<file path="src/rtl/tx_msg_sequencer.sv">
// Streams a fixed-length message from a 1-cycle synchronous ROM to a UART TX
// byte interface using valid/ready, with start, abort and repeat control.
module tx_msg_sequencer #(
  parameter int MSG_LEN = 26,
  parameter int ADDR_W  = 5
) (
  input  logic              clk,
  input  logic              reset,
  input  logic              iSTART,
  input  logic              iABORT,
  input  logic              iREPEAT,
  output logic [ADDR_W-1:0] oROM_ADDR,
  input  logic [7:0]        iROM_DATA,
  output logic [7:0]        oTX_DATA,
  output logic              oTX_VALID,
  input  logic              iTX_READY,
  output logic              oBUSY,
  output logic              oDONE
);

  typedef enum logic [1:0] {IDLE, READ, LATCH, SEND} state_t;

  localparam logic [ADDR_W-1:0] LAST_ADDR = ADDR_W'(MSG_LEN - 1);

  state_t            state_q, state_d;
  logic [ADDR_W-1:0] addr_q, addr_d;
  logic [7:0]        tx_data_q, tx_data_d;
  logic              tx_valid_q, tx_valid_d;
  logic              done_q, done_d;

  always_ff @(posedge clk) begin
    if (reset) begin
      state_q    <= IDLE;
      addr_q     <= '0;
      tx_data_q  <= 8'h00;
      tx_valid_q <= 1'b0;
      done_q     <= 1'b0;
    end else begin
      state_q    <= state_d;
      addr_q     <= addr_d;
      tx_data_q  <= tx_data_d;
      tx_valid_q <= tx_valid_d;
      done_q     <= done_d;
    end
  end

  // Abort outranks everything once busy; a byte handshaking on the abort edge
  // is still delivered, but the pass ends without a done pulse.
  always_comb begin
    state_d    = state_q;
    addr_d     = addr_q;
    tx_data_d  = tx_data_q;
    tx_valid_d = tx_valid_q;
    done_d     = 1'b0;

    if (state_q != IDLE && iABORT) begin
      state_d    = IDLE;
      addr_d     = '0;
      tx_valid_d = 1'b0;
    end else begin
      case (state_q)
        IDLE: begin
          if (iSTART && !iABORT) begin
            addr_d  = '0;
            state_d = READ;
          end
        end
        READ: begin
          state_d = LATCH;
        end
        LATCH: begin
          tx_data_d  = iROM_DATA;
          tx_valid_d = 1'b1;
          state_d    = SEND;
        end
        SEND: begin
          if (iTX_READY) begin
            tx_valid_d = 1'b0;
            if (addr_q == LAST_ADDR) begin
              done_d  = 1'b1;
              addr_d  = '0;
              state_d = iREPEAT ? READ : IDLE;
            end else begin
              addr_d  = addr_q + ADDR_W'(1);
              state_d = READ;
            end
          end
        end
      endcase
    end
  end

  assign oROM_ADDR = addr_q;
  assign oTX_DATA  = tx_data_q;
  assign oTX_VALID = tx_valid_q;
  assign oBUSY     = (state_q != IDLE);
  assign oDONE     = done_q;

endmodule
</file>
<file path="config.mk">
export PLATFORM = sky130hd
export DESIGN_NAME = tx_msg_sequencer
export DESIGN_NICKNAME = d
export VERILOG_FILES = /design/src/rtl/tx_msg_sequencer.sv
export SDC_FILE = /design/constraint.sdc
export NUM_CORES = 1
export LEC_CHECK = 0
export ABC_AREA = 1
export CORE_MARGIN = 2
export CORE_UTILIZATION = 45
export DETAILED_ROUTE_END_ITERATION = 8
export PLACE_DENSITY = 0.81
export SLEW_MARGIN = 10
export SYNTH_ARGS = -nofsm -noshare
export SYNTH_HDL_FRONTEND = slang
export SYNTH_SLANG_ARGS = --single-unit
</file>
<file path="constraint.sdc">
create_clock -name clk -period 2.2 [get_ports clk]
set_input_delay 0.44 -clock clk [delete_from_list [all_inputs] [get_ports clk]]
set_output_delay 0.44 -clock clk [all_outputs]
set_load 0.03 [all_outputs]
</file>
After elaboration in Yosys (flattened, before gate mapping)
Cells that the tools add are included.
- register bits after elaboration: 17
- bits of input ports: 14
- output and inout bits: 16
- word-level logic and storage cells: 40
- $add $sub $neg: 1
- eq/ne operators: 6
- multiplexer cells: 12
- bitwise operators: 3
- reductions and logical operators: 13
- operators with widths (kind ; count):
    5-bit 2-to-1 mux ; 3
    5-bit one-hot mux with 2 select lines ; 1
    2-bit one-hot mux with 4 select lines ; 1
    2-bit AND reduction ; 3
    2-bit nonzero test ; 3
    5-bit by 1-bit adder with 5-bit output (second input constant) ; 1
    5-bit equality test (second input constant) ; 1
    2-bit equality test (second input constant) ; 2
    1-bit 2-to-1 mux ; 4
    2-bit 2-to-1 mux ; 2
    2-bit != test (second input constant) ; 2
    4-bit OR reduction ; 1
    1-bit NOT ; 3
    3-bit AND reduction ; 1
    2-bit by 1-bit equality test with 1-bit output (second input constant) ; 1
    1-bit logical AND ; 2
    2-bit zero test ; 1
    1-bit one-hot mux with 2 select lines ; 1
    2-bit OR reduction ; 1
    1-bit zero test ; 1

Depth between registers and ports, before layout
Gate-level depths: netlist of run 1.
- depth in word-level cells: 4
- depth in mapped cells: 9

Worst setup path after synthesis of run 1
No wires, ideal clock.
- path kind: register -> register
- start point: register addr_q[1] (netlist: oROM_ADDR[1])
- end point: register addr_q[4] (netlist: oROM_ADDR[4])
- setup time: 0.066 ns
- data arrival time: 1.359 ns
- data required time: 2.134 ns
- slack: 0.774 ns
- stages on the path, launching flop included: 10
- cells stage by stage: dfxtp_1 inv_1 ha_1 nand2_1 inv_2 nand2_1 nand2_1 nor2_2 nand2_1 a21oi_2
- longest elaborated chain between the ends: 4
- elaborated cells between the ends (all ways): 5
- classes of those cells: add/sub (1); eq/ne (1); mux (3)
- RTL lines (what ; RTL line ; source):
    start: declaration ; 26 ; logic [ADDR_W-1:0] addr_q, addr_d;
    start signal: assignment ; 40 ; addr_q <= addr_d;
    5-bit by 1-bit adder with 5-bit output or 5-bit equality test (tied branches) ; 84, 79 ;
    5-bit 2-to-1 mux (*) ; 79 ; if (addr_q == LAST_ADDR) begin
    5-bit 2-to-1 mux (*) ; 77 ; if (iTX_READY) begin
    5-bit one-hot mux with 2 select lines (*) ; 61 ; case (state_q)
Every way passes the cells marked *; elsewhere a longest branch is shown, timed or not. The select of a mux whose other input is x is not followed.
A chain may end at the register's enable or synchronous reset.

Worst setup path after layout of run 1
- start point: register state_q[0]
- end point: output port oBUSY
- longest elaborated chain between the ends: 1
- RTL lines (what ; RTL line ; source):
    start: declaration ; 25 ; state_t state_q, state_d;
    start signal: assignment ; 39 ; state_q <= state_d;
    2-bit nonzero test ; 96 ; assign oBUSY = (state_q != IDLE);
    end: declaration ; 17 ; output logic oBUSY,
No other way between the ends.

==> results.tsv, run 1 <==
metric	value	unit
outcome	finished, final reports clean	
via_per_inst	4.69	
finalSetupTns	0	ns
pre_cts_slack	0.323	ns
leakagePower	0.480	nW
drt_wl_total	1.77	mm
wl_per_cell	10.3	um
die_area	0.00222	sq mm
worst_slew_pin_slew	0.321	ns
die_width	47.1	um
hpwl	1.35	mm
yosys.area.top_type	dfxtp_1	
yosysWarnings	0	
synth_cell_types	18	
clk_latency	0.29	ns
fin_crit	1.94	ns
root_buffer	clkbuf_4	
ys_seq_area_share	40.7	%
synthArstFlopShare	0	%
cts_tree	done	
initial_utilization	48.0	%
die_h	47.1	um
power_density	979	mW/mm^2
synth.top_cell.area_share	40.7	%
cts_hold_buffers	0	
critPathMaxFanout	4	
clk_path_buf_depth	2	
synthFlopType	dfxtp_1	
irDropWorstVdd	734	uV
fin_crit_sh	88.1	%
drive_gt1_share	14.4	%
ant_nets	0	
hold_class	flop to flop	
ys_ff_latch	17	
crit_path_end_kind	primary output	
syn_area_per_cell	7.41	sq um
gp_congestion	0.807	
setup_viol	0	
antenna_found_initial	0	
synthesis.area	837	sq um
h-tree-depth	1	
synth_edf_count	0	
yosysMostFrequentCell	nand2_1	
port_buffers	29	
drtIter0Drc	14	
critPathKind	flop to primary output	
hold_viol	0	
n_antenna_cell	0	
slew_viol_final	0	
grt_max_degree	11	
relSlewSlack	78.5	%
fillers	154	
final_core_util	67.9	%
cp.required	1.76	ns
top_level_ports	30	
setup_ws	0.261	ns
drc	0	
fin_nets	167	
syn_nets	133	
overflow	0	
grt_pass1_vias	705	
rows	15	
worstPathArrival	1.50	ns
fmax	516	MHz
grtUsageTotal	18.0	%
synth_common_cells	23 x nand2_1, 22 x nor2_1, 17 x dfxtp_1, 9 x o21ai_1, 8 x inv_1	
drv_cap	0	
syn_inst	113	
clkSlewWorstSetupHoldPaths	0.09	ns
cts_sinks	17	
grt_pass1_wl	2.82	mm
skew	0.000748	ns
rsz0062_at_grt	no	
coreArea	0.00175	sq mm
routed-via-count	802	
syn_to_final_growth	41.6	%
worst_setup_path_start_kind	flop	
synth.area.top_cells	dfxtp_1 41%, nand2_1 10%, nor2_1 9.9%	
first_pass_iters	4	
cts_buffers	3	
==> per-stage QoR <==
stage / std cells / area [sq um] / total power, mW / hold slack [ns]
finish: 171 / 1180 / 1.16 / 0.463
global route: 171 / 1180 / 1.24 / 0.499
CTS: 171 / 1180 / 1.17 / 0.467
detailed placement: 167 / 1160 / 1.01 / 0.454
global placement: 167 / 1160 / 0.987 / 0.448
floorplan: 113 / 837 / 0.807 / 0.470
==> layer usage <==
layer  global-route usage [%]  routed length (um)
met4                     8.33                  54
met2                     33.4                 816
met3                     4.23                 136
met5                        0                   0
met1                     18.9                 761
==> critical path, cell delays in order (launching register included) <==
cell and delay (ns):
dfxtp_1 0.39, inv_1 0.10, ha_1 0.26, inv_2 0.07, dlygate4sd2_1 0.39
==> worst paths after layout <==
| kind | startpoint | to | depth (start not counted) | slack [ns] |
|---|---|---|---|---|
| worst max-delay path | state_q[0] | oBUSY | 4 | 0.26 |
| worst min-delay path | oTX_VALID | oTX_VALID | 2 | 0.46 |
| worst max register to register | state_q[0] | oTX_DATA[1] | 8 | 0.76 |
| worst min register to register | oTX_VALID | oTX_VALID | 2 | 0.46 |
==> kinds of logic after synthesis <==
kind of cell | count (synthesis) | share of synthesized area [%]
xor+xnor | 2 | 2.09
compound gates | 18 | 12.6
fa+ha+maj | 6 | 8.97
simple gates | 55 | 28.8
flops | 17 | 40.7
buf+inv | 15 | 6.88
==> final cells by class <==
| type | count | area [sq um] | share of cell area [%] |
|---|---|---|---|
| multi-input combinational | 81 | 439 | 37.1 |
| inverter | 15 | 57.6 | 4.86 |
| tap | 25 | 31.3 | 2.64 |
| sequential | 17 | 340 | 28.7 |
| timing repair buffer | 29 | 289 | 24.4 |
| clock buffer | 3 | 22.5 | 1.90 |
| clock inverter | 1 | 5.00 | 0.422 |
==> cells in the final DEF (no fill, tap or decap) <==
master	count
inv_2	6
clkdlybuf4s50_1	28
o21ai_0	1
dlygate4sd2_1	1
xor2_1	2
ha_1	6
nand3_1	3
a21oi_2	4
nor2_4	2
nor2_1	22
nand2_2	2
dfxtp_1	17
o21ai_1	9
clkinv_2	2
nor2_2	1
nand2_4	1
nand2_1	23
nor3_1	1
clkbuf_4	3
a21oi_1	4
inv_1	8
==> power breakdown <==
part           switching (mW)  total (mW)  internal (mW)
clock network          0.0949       0.162         0.0676
registers              0.0350       0.407          0.372
logic                   0.368       0.590          0.222
==> flip-flops by register name, summed over array words and instances (netlist names) <==
register and flops:
oTX_DATA 8, oROM_ADDR 5, oDONE 1, state_q 2, oTX_VALID 1
==> timing repair <==
item,CTS,global route
endpoints found under the setup margin,1,0
gates resized for setup,1,0
setup buffers,0,0
hold endpoints to repair,0,0
Power figures use the tool's default switching activity.
==> inputs of run 2 (changes only) <==
- CTS_BUF_LIST: default -> sky130_fd_sc_hd__clkbuf_8
==> results.tsv, run 2 (synthesized netlist as in run 1, its figures left out) <==
metric	value	unit
top_level_ports	30	
syn_to_final_growth	44.2	%
drc	0	
power_density	1010	mW/mm^2
rows	15	
r2r_cells	8	
r2r_slack	0.77	ns
drt_wl_total	1.72	mm
n_antenna_cell	0	
hold_viol	0	
hold_class	flop to flop	
grt_max_degree	11	
cp_slowest_cell	clkdlybuf4s50_1	
worstPathArrival	1.38	ns
outcome	finished, final reports clean	
rsz0062_at_grt	no	
clk_path_buf_depth	2	
fin_crit	1.82	ns
gp_congestion	0.807	
fmax	550	MHz
grt_pass1_wl	2.81	mm
critPathKind	flop to primary output	
largest_reg_flops	8	
wl_per_cell	10.1	um
root_buffer	clkbuf_8	
initial_utilization	48.0	%
fin_nets	167	
cts_buffers	3	
crit_path_end_kind	primary output	
ant_nets	0	
cts_hold_buffers	0	
die_area	0.00222	sq mm
grtUsageTotal	17.7	%
grt_pass1_vias	702	
drtIter0Drc	7	
coreArea	0.00175	sq mm
rr_endpoint	oTX_DATA[1]	
routed-via-count	796	
finalSetupTns	0	ns
skew	0.00191	ns
setup_viol	0	
port_buffers	29	
final_common_cell	clkdlybuf4s50_1	
holdPathStages	2	
via_per_inst	4.65	
leakagePower	0.498	nW
drive_gt1_share	14.4	%
power	1.22	mW
min_to	oTX_VALID	
antenna_found_initial	0	
relSlewSlack	78.5	%
die_h	47.1	um
worst_slew_pin_slew	0.321	ns
cp.required	1.76	ns
clk_latency	0.24	ns
r2r_start	state_q[0]	
drv_cap	0	
multi_input_area	439	sq um
overflow	0	
cpPeakStageDelay	0.71	ns
seqCellArea	340	sq um
h-tree-depth	1	
hold_start	oTX_VALID	
first_pass_iters	4	
cp_num_buf_inv	1	
cts_tree	done	
fillers	151	
crit_family	buffers and inverters	
whs	0.458	ns
layout_common_cells	28 x clkdlybuf4s50_1, 23 x nand2_1, 22 x nor2_1, 17 x dfxtp_1, 9 x o21ai_1	
final_core_util	69.2	%
critPathMaxFanout	6	
clkSlewWorstSetupHoldPaths	0.06	ns
die_width	47.1	um
cts_sinks	17	
crit_chain	clkdlybuf4s50_1	
slew_viol_final	0	
worst_setup_path_start_kind	flop	
fin_crit_sh	82.7	%
irDropWorstVdd	595	uV
hpwl	1.35	mm
run 2: cell count changes in the layout (fill, tap and decap cells not counted):
cell | before | now
clkbuf_8 | 0 | 3
dlymetal6s2s_1 | 0 | 1
dlygate4sd2_1 | 1 | 0
clkbuf_4 | 3 | 0
run 2: final cells by class:
type / instances / share of cell area, %
clock buffers: 3 / 3.42
flip-flops and latches: 17 / 28.2
clock inverters: 1 / 0.415
well taps: 25 / 2.59
repair buffers: 29 / 24.2
inverters: 15 / 4.77
multi-input cells: 81 / 36.4
run 2: routing by layer:
| metal | GRT usage (%) | routed length, um |
|---|---|---|
| met1 | 18.9 | 737 |
| met2 | 34.2 | 838 |
| met3 | 4.23 | 136 |
| met4 | 5.00 | 9 |
| met5 | 0 | 0 |
run 2: per-stage QoR:
stage                     setup slack [ns]  std cells  cell area (sq um)
after floorplan                      0.774        113                837
after global placement               0.378        167               1160
after detailed placement             0.323        167               1160
after CTS                           0.0471        171               1200
after global routing                 0.329        171               1210
final                                0.382        171               1210
run 2: power by group:
group          switching, mW  leakage [nW]  internal (mW)
sequential            0.0350         0.138          0.372
combinational          0.362         0.335          0.227
clock                 0.0986        0.0255          0.125
total                  0.496         0.498          0.725
run 2: worst max path at each step:
stage                               to    startpoint  slack (ns)  cells past startpoint
final                     oROM_ADDR[0]  oROM_ADDR[0]        0.38                      1
after CTS                        oBUSY    state_q[0]        0.05                      4
after global placement           oBUSY    state_q[0]        0.38                      4
after detailed placement         oBUSY    state_q[0]        0.32                      4
after global routing      oROM_ADDR[0]  oROM_ADDR[0]        0.33                      1
after floorplan           oROM_ADDR[4]  oROM_ADDR[1]        0.77                      9
run 2: repair_timing:
item / CTS / global route
hold endpoints to repair: 0 / 0
setup endpoints to repair: 0 / 1
setup buffers: 0 / 0
resized for setup: 0 / 1
==> inputs of run 3 (changes only) <==
- clock period: 2.2 -> 1.7 ns (I/O delays scaled with it)
==> results.tsv, run 3 (synthesized netlist as in run 1, its figures left out) <==
metric	value	unit
outcome	finished, final reports clean	
slew_viol_final	0	
root_buffer	clkbuf_8	
crit_start	oROM_ADDR[3]	
power	1.58	mW
seqCellArea	340	sq um
power_density	1300	mW/mm^2
irDropWorstVdd	925	uV
grt_pass1_vias	711	
drtIter0Drc	13	
drive_gt1_share	15.6	%
grtUsageTotal	18.9	%
fin_crit	1.61	ns
h-tree-depth	1	
clkSlewWorstSetupHoldPaths	0.07	ns
wl_per_cell	10.2	um
worst_setup_path_start_kind	flop	
layout_common_cells	24 x clkdlybuf4s50_1, 23 x nand2_1, 22 x nor2_1, 17 x dfxtp_1, 9 x o21ai_1	
cts_buffers	3	
final_common_cell	clkdlybuf4s50_1	
routed-via-count	786	
clk_path_buf_depth	2	
finalSetupTns	0	ns
grt_pass1_wl	2.95	mm
multi_input_area	439	sq um
holdPathStages	2	
skew	0.00545	ns
critPathMaxFanout	3	
hpwl	1.37	mm
cts_sinks	17	
r2r_cells	9	
cp_slowest_cell	clkdlybuf4s50_1	
ant_nets	0	
grt_max_degree	11	
crit_chain	clkdlybuf4s50_1	
drt_wl_total	1.75	mm
initial_utilization	48.0	%
crit_family	buffers and inverters	
hold_class	flop to flop	
via_per_inst	4.57	
worstPathArrival	1.27	ns
fin_nets	168	
r2r_start	oROM_ADDR[1]	
coreArea	0.00175	sq mm
clk_latency	0.25	ns
cts_tree	done	
worst_slew_pin_slew	0.315	ns
rows	15	
drc	0	
crit_path_end_kind	primary output	
die_h	47.1	um
cp_num_buf_inv	1	
critPathKind	flop to primary output	
fillers	162	
fin_crit_sh	94.9	%
fmax	620	MHz
hold_start	oTX_VALID	
cpPeakStageDelay	0.67	ns
relSlewSlack	78.9	%
setup_viol	0	
largest_reg_flops	8	
antenna_found_initial	0	
port_buffers	29	
gp_congestion	0.836	
first_pass_iters	4	
cp.required	1.36	ns
syn_to_final_growth	44.4	%
n_antenna_cell	0	
cp.depth	1	
drv_cap	0	
overflow	0	
rsz0062_at_grt	no	
die_area	0.00222	sq mm
top_level_ports	30	
die_width	47.1	um
leakagePower	0.525	nW
hold_viol	0	
postCtsSetupRepairBufs	0	
-- run 3: cell count changes in the layout (fill, tap and decap cells not counted) --
cell / before / now
clkdlybuf4s50_1: 28 / 24
dlygate4sd2_1: 0 / 3
buf_4: 0 / 2
-- run 3: layout make-up --
type	instances	share of cell area, %
Sequential cell	17	28.2
Clock inverter	1	0.414
Clock buffer	3	3.42
Inverter	15	4.76
Tap cell	25	2.59
Multi-Input combinational cell	81	36.3
Timing Repair Buffer	30	24.3
-- run 3: path summary, 6_finish.rpt --
path / end / slack, ns
max reg2reg: oROM_ADDR[3] / 0.28
min reg2reg: oTX_VALID / 0.47
max: oROM_ADDR[3] / 0.09
min: oTX_VALID / 0.47
-- run 3: timing repair --
action	CTS	global route
hold buffers	0	0
hold endpoints to repair	0	0
endpoints found under the setup margin	3	1
gates resized for setup	3	1
-- run 3: stage by stage --
step                instance area, sq um  util (%)  cells  hold slack (ns)  setup slack [ns]
detailed placement                  1160      66.7    168            0.464             0.179
global placement                    1160      66.7    168            0.449             0.211
finish                              1210      69.2    172            0.471            0.0859
global route                        1210      69.2    172            0.492            0.0459
CTS                                 1210      69.1    172            0.473           0.00909
floorplan                            837         -    113            0.470             0.274
-- run 3: layer usage --
layer	GRT usage [%]	routed length [um]
met2	35.6	849
met1	20.1	765
met4	6.67	11
met3	4.62	119
met5	0	0
-- run 3: power breakdown --
part           switching, mW  internal (mW)
Combinational          0.463          0.291
Sequential            0.0455          0.482
Clock                  0.132          0.162
-- run 3: tightest hold or removal path, cell delays in order (launching register included) --
cell and delay [ns]:
dfxtp_1 0.31, nand2_1 0.06, a21oi_1 0.05
